==> config.mk <==
export PLATFORM = sky130hd
export DESIGN_NAME = uart_tx_ctrl
export DESIGN_NICKNAME = d
export VERILOG_FILES = /design/src/rtl/uart_tx_ctrl.sv
export SDC_FILE = /design/constraint.sdc
export NUM_CORES = 1
export LEC_CHECK = 0
export ABC_CLOCK_PERIOD_IN_PS = 3500
export CORE_MARGIN = 2
export CORE_UTILIZATION = 40
export DETAILED_ROUTE_END_ITERATION = 6
export GPL_ROUTABILITY_DRIVEN = 0
export PLACE_DENSITY = 0.67
export SLEW_MARGIN = 20
export SYNTH_ARGS = -nofsm -noshare
export SYNTH_HDL_FRONTEND = slang
export SYNTH_SLANG_ARGS = --single-unit
==> constraint.sdc <==
create_clock -name clk -period 3.5 [get_ports clk]
set_clock_uncertainty 0.2 [all_clocks]
set_input_delay 0.7 -clock clk [delete_from_list [all_inputs] [get_ports clk]]
set_output_delay 0.7 -clock clk [all_outputs]
set_load 0.05 [all_outputs]
==> src/rtl/uart_tx_ctrl.sv <==
// UART TX frame sequencer: start, LSB-first data, optional parity, stop.
// Define UART_TX_STOP2_EN for a second stop bit (accept moves to the final stop cycle).
module uart_tx_ctrl #(
    parameter int unsigned Width = 8
) (
    input  logic             clk,
    input  logic             rst,
    input  logic [Width-1:0] P_DATA,
    input  logic             Data_valid,
    input  logic             PAR_EN,
    input  logic             PAR_TYP,
    input  logic             parity_bit,
    output logic [Width-1:0] par_data,
    output logic             par_typ,
    output logic             TX_OUT,
    output logic             busy
);

    localparam int unsigned CntW = $clog2(Width + 1);

    // Each state names the bit currently on the line.
    typedef enum logic [2:0] {
        StIdle,
        StStart,
        StData,
        StParity,
        StStop,
        StStop2
    } state_e;

    state_e            r_state;
    logic [CntW-1:0]   r_cnt;
    logic              r_par_en;
    logic [Width-1:0]  r_par_data;
    logic              r_par_typ;
    logic              r_tx;
    logic              r_busy;

    logic              w_accept_state;
    logic              w_accept;
    logic [CntW-1:0]   w_cnt_nxt;
    logic              w_next_bit;
    logic              w_last_data;

`ifdef UART_TX_STOP2_EN
    assign w_accept_state = (r_state == StIdle) || (r_state == StStop2);
`else
    assign w_accept_state = (r_state == StIdle) || (r_state == StStop);
`endif

    assign w_accept    = Data_valid && w_accept_state;
    assign w_cnt_nxt   = r_cnt + CntW'(1);
    assign w_next_bit  = |(r_par_data & (Width'(1) << w_cnt_nxt));
    assign w_last_data = (r_cnt == CntW'(Width - 1));

    always_ff @(posedge clk or negedge rst) begin
        if (!rst) begin
            r_state    <= StIdle;
            r_cnt      <= '0;
            r_par_en   <= 1'b0;
            r_par_data <= '0;
            r_par_typ  <= 1'b0;
            r_tx       <= 1'b1;
            r_busy     <= 1'b0;
        end else if (w_accept) begin
            r_state    <= StStart;
            r_par_en   <= PAR_EN;
            r_par_data <= P_DATA;
            r_par_typ  <= PAR_TYP;
            r_tx       <= 1'b0;
            r_busy     <= 1'b1;
        end else begin
            case (r_state)
                StIdle: begin
                    r_tx   <= 1'b1;
                    r_busy <= 1'b0;
                end
                StStart: begin
                    r_state <= StData;
                    r_cnt   <= '0;
                    r_tx    <= r_par_data[0];
                end
                StData: begin
                    if (w_last_data) begin
                        if (r_par_en) begin
                            r_state <= StParity;
                            r_tx    <= parity_bit;
                        end else begin
                            r_state <= StStop;
                            r_tx    <= 1'b1;
                        end
                    end else begin
                        r_cnt <= w_cnt_nxt;
                        r_tx  <= w_next_bit;
                    end
                end
                StParity: begin
                    r_state <= StStop;
                    r_tx    <= 1'b1;
                end
`ifdef UART_TX_STOP2_EN
                StStop: begin
                    r_state <= StStop2;
                    r_tx    <= 1'b1;
                end
                StStop2: begin
                    r_state <= StIdle;
                    r_tx    <= 1'b1;
                    r_busy  <= 1'b0;
                end
`else
                StStop: begin
                    r_state <= StIdle;
                    r_tx    <= 1'b1;
                    r_busy  <= 1'b0;
                end
`endif
                default: begin
                    r_state <= StIdle;
                    r_tx    <= 1'b1;
                    r_busy  <= 1'b0;
                end
            endcase
        end
    end

    assign par_data = r_par_data;
    assign par_typ  = r_par_typ;
    assign TX_OUT   = r_tx;
    assign busy     = r_busy;

endmodule

Yosys cells after proc, flatten, opt, wreduce, memory -nomap -nowiden
Cells that the tools add are included.
{ "totals": {"wordCells": 40, "in_bits": 14, "regBits": 19} }
{ "classes": {"reduce_logical": 8, "mux": 12, "n_bitwise": 2, "eq_ne": 9, "shift": 1, "addsub": 1} }
{ "op_table": {"columns": ["operator", "n"], "rows": [
  ["$pmux 3 s4", 1],
  ["$mux 3", 3],
  ["$and 8x8->8", 1],
  ["$pmux 4 s2", 1],
  ["$reduce_or 8->1", 1],
  ["$shl 1x4->8 const A", 1],
  ["$eq 3x2->1 const B", 2],
  ["$mux 1", 5],
  ["$add 4x1->4 const B", 1],
  ["$eq 4x3->1 const B", 1],
  ["$mux 4", 1],
  ["$ne 2x2->1 const B", 2],
  ["$eq 3x1->1 const B", 1],
  ["$eq 3x3->1 const B", 1],
  ["$logic_not 3->1", 1],
  ["$ne 3x3->1 const B", 1],
  ["$reduce_and 3->1", 1],
  ["$reduce_or 3->1", 1],
  ["$ne 2x1->1 const B", 1],
  ["$pmux 1 s2", 1],
  ["$reduce_and 2->1", 1],
  ["$reduce_bool 2->1", 1],
  ["$logic_and 1x1->1", 1],
  ["$logic_or 1x1->1", 1],
  ["$not 1->1", 1]
]} }

Logic depth before layout (Yosys ltp)
{ "depth": {"depth_word": 7, "ltp_mapped": 6, "depth_no_buf": 6} }

Worst setup path before layout
Ideal clock, no wire load.
{ "synth_timing": {"path_kind": "flip-flop to flip-flop", "start": "register r_cnt[0]", "end": "register r_cnt[0]", "required_ns": 3.177, "path_stages_with_launch": 7, "arrival_ns": 1.321, "setup_slack_ns": 1.856, "path_cell_list": "dfrtp_1 ha_1 and3b_1 buf_6 o21ba_1 o21ai_1 o21ai_1"} }
{ "synth_via": {"elab_chain_len": 3} }
{ "synth_rtl": {"columns": ["item", "line", "text"], "rows": [
  ["start, declared", "32", "logic [CntW-1:0] r_cnt;"],
  ["start signal, assigned", "93", "r_cnt <= w_cnt_nxt;"],
  ["$add 4x1->4 / $eq 4x3->1 (equally long branches)", "52, 54", null],
  ["$mux 4 / $ne 2x2->1 (equally long branches)", null, null],
  ["$pmux 4 s2 / $reduce_and 3->1 (equally long branches)", null, null]
]} }
Several ways; a longest one is shown, not always the timed one. The select of a mux whose other input is x is not followed.
A chain may end at the register's enable or synchronous reset.

Final worst setup path
{ "layout_timing": {"start": "register r_tx (netlist: TX_OUT)", "end": "output TX_OUT"} }
{ "layout_lines": {"columns": ["item", "line", "text"], "rows": [
  ["start, declared", "36", "logic r_tx;"],
  ["start signal, assigned", "81", "r_tx <= r_par_data[0];"],
  ["start signal, assigned", "87", "r_tx <= parity_bit;"],
  ["start signal, assigned", "94", "r_tx <= w_next_bit;"],
  ["end, declared", "15", "output logic TX_OUT,"]
]} }
No word-level cell between the ends.

==> results.sh <==
export IMPL_syn_to_final_growth_pct=24.3
export IMPL_synth_nets=111
export IMPL_syn_area_per_cell_um2=11.4
export IMPL_powerDensity_mw_per_mm2=999
export IMPL_grt_overflow=0
export IMPL_clock_root_buffer="clkbuf_4"
export IMPL_core_area_mm2=0.00248
export IMPL_die_y_um=55.3
export IMPL_first_global_vias=757
export IMPL_cp_start_kind="flip-flop"
export IMPL_antenna_found_initial=0
export IMPL_placed_area_mm2=0.00128
export IMPL_timing_final_crit_share=0.718
export IMPL_period_needed_ns=2.51
export IMPL_met2_usage=0.228
export IMPL_p_total_mw=1.30
export IMPL_grt_pass1_wl_um=3520
export IMPL_p_leak_nw=0.544
export IMPL_cts_buffer_depth=2
export IMPL_numPortBuffers=24
export IMPL_worst_path_max_delay_cell="clkdlybuf4s50_1"
export IMPL_crit_cells=1
export IMPL_hold_depth=1
export IMPL_required_ns=2.60
export IMPL_maxSlewHeadroom=0.421
export IMPL_hold_violations=0
export IMPL_ys_ff_latch=19
export IMPL_wirelength_um=2050
export IMPL_cp_end_kind="output pin"
export IMPL_die_area_mm2=0.00305
export IMPL_synth_distinct_cells=36
export IMPL_setup_tns_ns=0
export IMPL_clock_sinks=19
export IMPL_cts_buffers=3
export IMPL_crit_chain="clkdlybuf4s50_1"
export IMPL_viasPerCell=5.48
export IMPL_ys_warn_count=0
export IMPL_irDropWorstVdd_uv=664
export IMPL_critPathTopFamily="buffers and inverters"
export IMPL_whs_ns=0.334
export IMPL_drive_gt1_frac=0.184
export IMPL_path_clk_slew_ns=0.12
export IMPL_layout_commonest_cell="clkdlybuf4s50_1"
export IMPL_critPathKind="reg -> out"
export IMPL_dr_total_vias=789
export IMPL_antennaDiodeCount=0
export IMPL_ant_nets=0
export IMPL_clock_latency_ns=0.30
export IMPL_firstDrtPassIters=4
export IMPL_fin_ws_ns=0.986
export IMPL_outcome="finished clean"
export IMPL_syn_inst=92
export IMPL_setup_violations=0
export IMPL_worst_slew_pin_slew_ns=0.866
export IMPL_ys_seq_area_frac=0.454
export IMPL_drt_iter0_drc=23
export IMPL_die_x_um=55.3
export IMPL_tritoncts="yes"
export IMPL_cts_setup_buffers=0
export IMPL_critPathBufInv=1
export IMPL_hpwlAfterDp_um=1500
export IMPL_setup_worst_path_start="TX_OUT"
export IMPL_hold_path_class="reg -> reg"
export IMPL_post_drt_wl_per_cell_um=14.2
export IMPL_maxCapViolations=0
export IMPL_num_io_pins=25
export IMPL_final_max_slew_viol_count=0
export IMPL_track_usage=0.143
export IMPL_layout_cells_most_common_list="clkdlybuf4s50_1, dfrtp_1, mux2_2, nor2_1"
export IMPL_netlist_area_mm2=0.00105
export IMPL_slowest_delay_ns=0.78
export IMPL_post_route_util=0.527
export IMPL_worstPathMaxFanout=1
export IMPL_worstHoldStart="par_typ"
export IMPL_ff2ff_path_depth=5
export IMPL_dpl_cell_count=140
export IMPL_row_count=18
export IMPL_nFillCells=244
export IMPL_busiest_layer="met2"
export IMPL_cp_arrival_ns=1.61
export IMPL_hold_buffers=0
export IMPL_fin_nets=134
export IMPL_dpl_worst_slack_ns=1.23
export IMPL_rsz0062_at_grt="no"
export IMPL_fin_area_mm2=0.00131
export IMPL_globalRouteMet3Util=0.0234
export IMPL_grtUsageMet1=0.194
export IMPL_fmax_mhz=398
export IMPL_drc=0
export IMPL_r2r_start="r_cnt[1]"
export IMPL_cts_resized=0
export IMPL_final_cell_count_no_fill=144
export IMPL_initial_utilization=0.424
export IMPL_grt_max_degree=20
export IMPL_h_tree_depth=1
## worst paths after layout
| path | slack [ns] | end |
|---|---|---|
| worst max register to register | 1.66 | TX_OUT |
| min in group asynchronous | 0.67 | r_state[0] |
| worst min-delay path | 0.33 | par_typ |
| worst max-delay path | 0.99 | TX_OUT |
| worst min register to register | 0.33 | par_typ |
| max in group asynchronous | 1.89 | par_data[7] |
## cell usage after synthesis, drive strengths merged
cell / count / share of area
dfrtp: 18 / 0.43
mux2: 9 / 0.096
o21ai: 9 / 0.046
nor2: 8 / 0.036
buf: 6 / 0.048
ha: 5 / 0.060
inv: 5 / 0.018
a22oi: 4 / 0.029
a21oi: 3 / 0.018
a211oi: 2 / 0.019
a22o: 2 / 0.017
mux2i: 2 / 0.019
nand2: 2 / 0.0071
nand2b: 2 / 0.019
nand3: 2 / 0.0095
nor3: 2 / 0.020
a31o: 1 / 0.0083
a31oi: 1 / 0.0060
a41oi: 1 / 0.0083
and3b: 1 / 0.0083
dfstp: 1 / 0.025
nand4b: 1 / 0.0083
nor4: 1 / 0.012
nor4b: 1 / 0.0083
o21ba: 1 / 0.0095
o32ai: 1 / 0.0083
xnor2: 1 / 0.0083
## cell type report
class                           count  area (um2)  area share
Timing Repair Buffer               24         240       0.184
Multi-Input combinational cell     62         505       0.387
Clock inverter                      1        5.00     0.00383
Inverter                            5        18.8      0.0144
Clock buffer                        3        22.5      0.0172
Sequential cell                    19         477       0.365
Tap cell                           30        37.5      0.0287
## power by group
group / leakage (nW) / total [mW] / internal [mW] / switching (mW)
Combinational: 0.294 / 0.731 / 0.308 / 0.422
Sequential: 0.232 / 0.459 / 0.326 / 0.133
Clock: 0.0177 / 0.115 / 0.0426 / 0.0722
Total: 0.544 / 1.30 / 0.677 / 0.628
## routing by layer
| layer | part of all wire | up-vias | routed length [um] |
|---|---|---|---|
| met5 | 0 | - | 0 |
| met4 | 0.011 | 0 | 23 |
| met3 | 0.049 | 2 | 101 |
| met2 | 0.48 | 26 | 979 |
| met1 | 0.46 | 381 | 942 |
| li1 | - | 380 | - |
## flip-flops by register name, indices dropped and copies added (netlist names)
register and flops:
r_par_en 1, busy 1, par_data 8, r_state 3, par_typ 1, TX_OUT 1, r_cnt 4
## worst reg2reg max path, stage by stage (launching register included)
cell and delay (ns):
dfrtp_1 0.50, ha_1 0.27, and3b_1 0.39, o21ai_2 0.10, a211oi_2 0.19, a31o_1 0.14
## kinds of logic (layout without fill, tap and decap cells)
kind of cell / Yosys count / in the layout / share of synthesized area
simple gates: 20 / 20 / 0.129
fa+ha+maj: 5 / 5 / 0.0595
xor+xnor: 1 / 1 / 0.00833
flops: 19 / 19 / 0.454
buf+inv: 11 / 33 / 0.0655
compound gates: 25 / 25 / 0.169
mux: 11 / 11 / 0.115
Note: power is estimated with default switching activity, not from simulation.
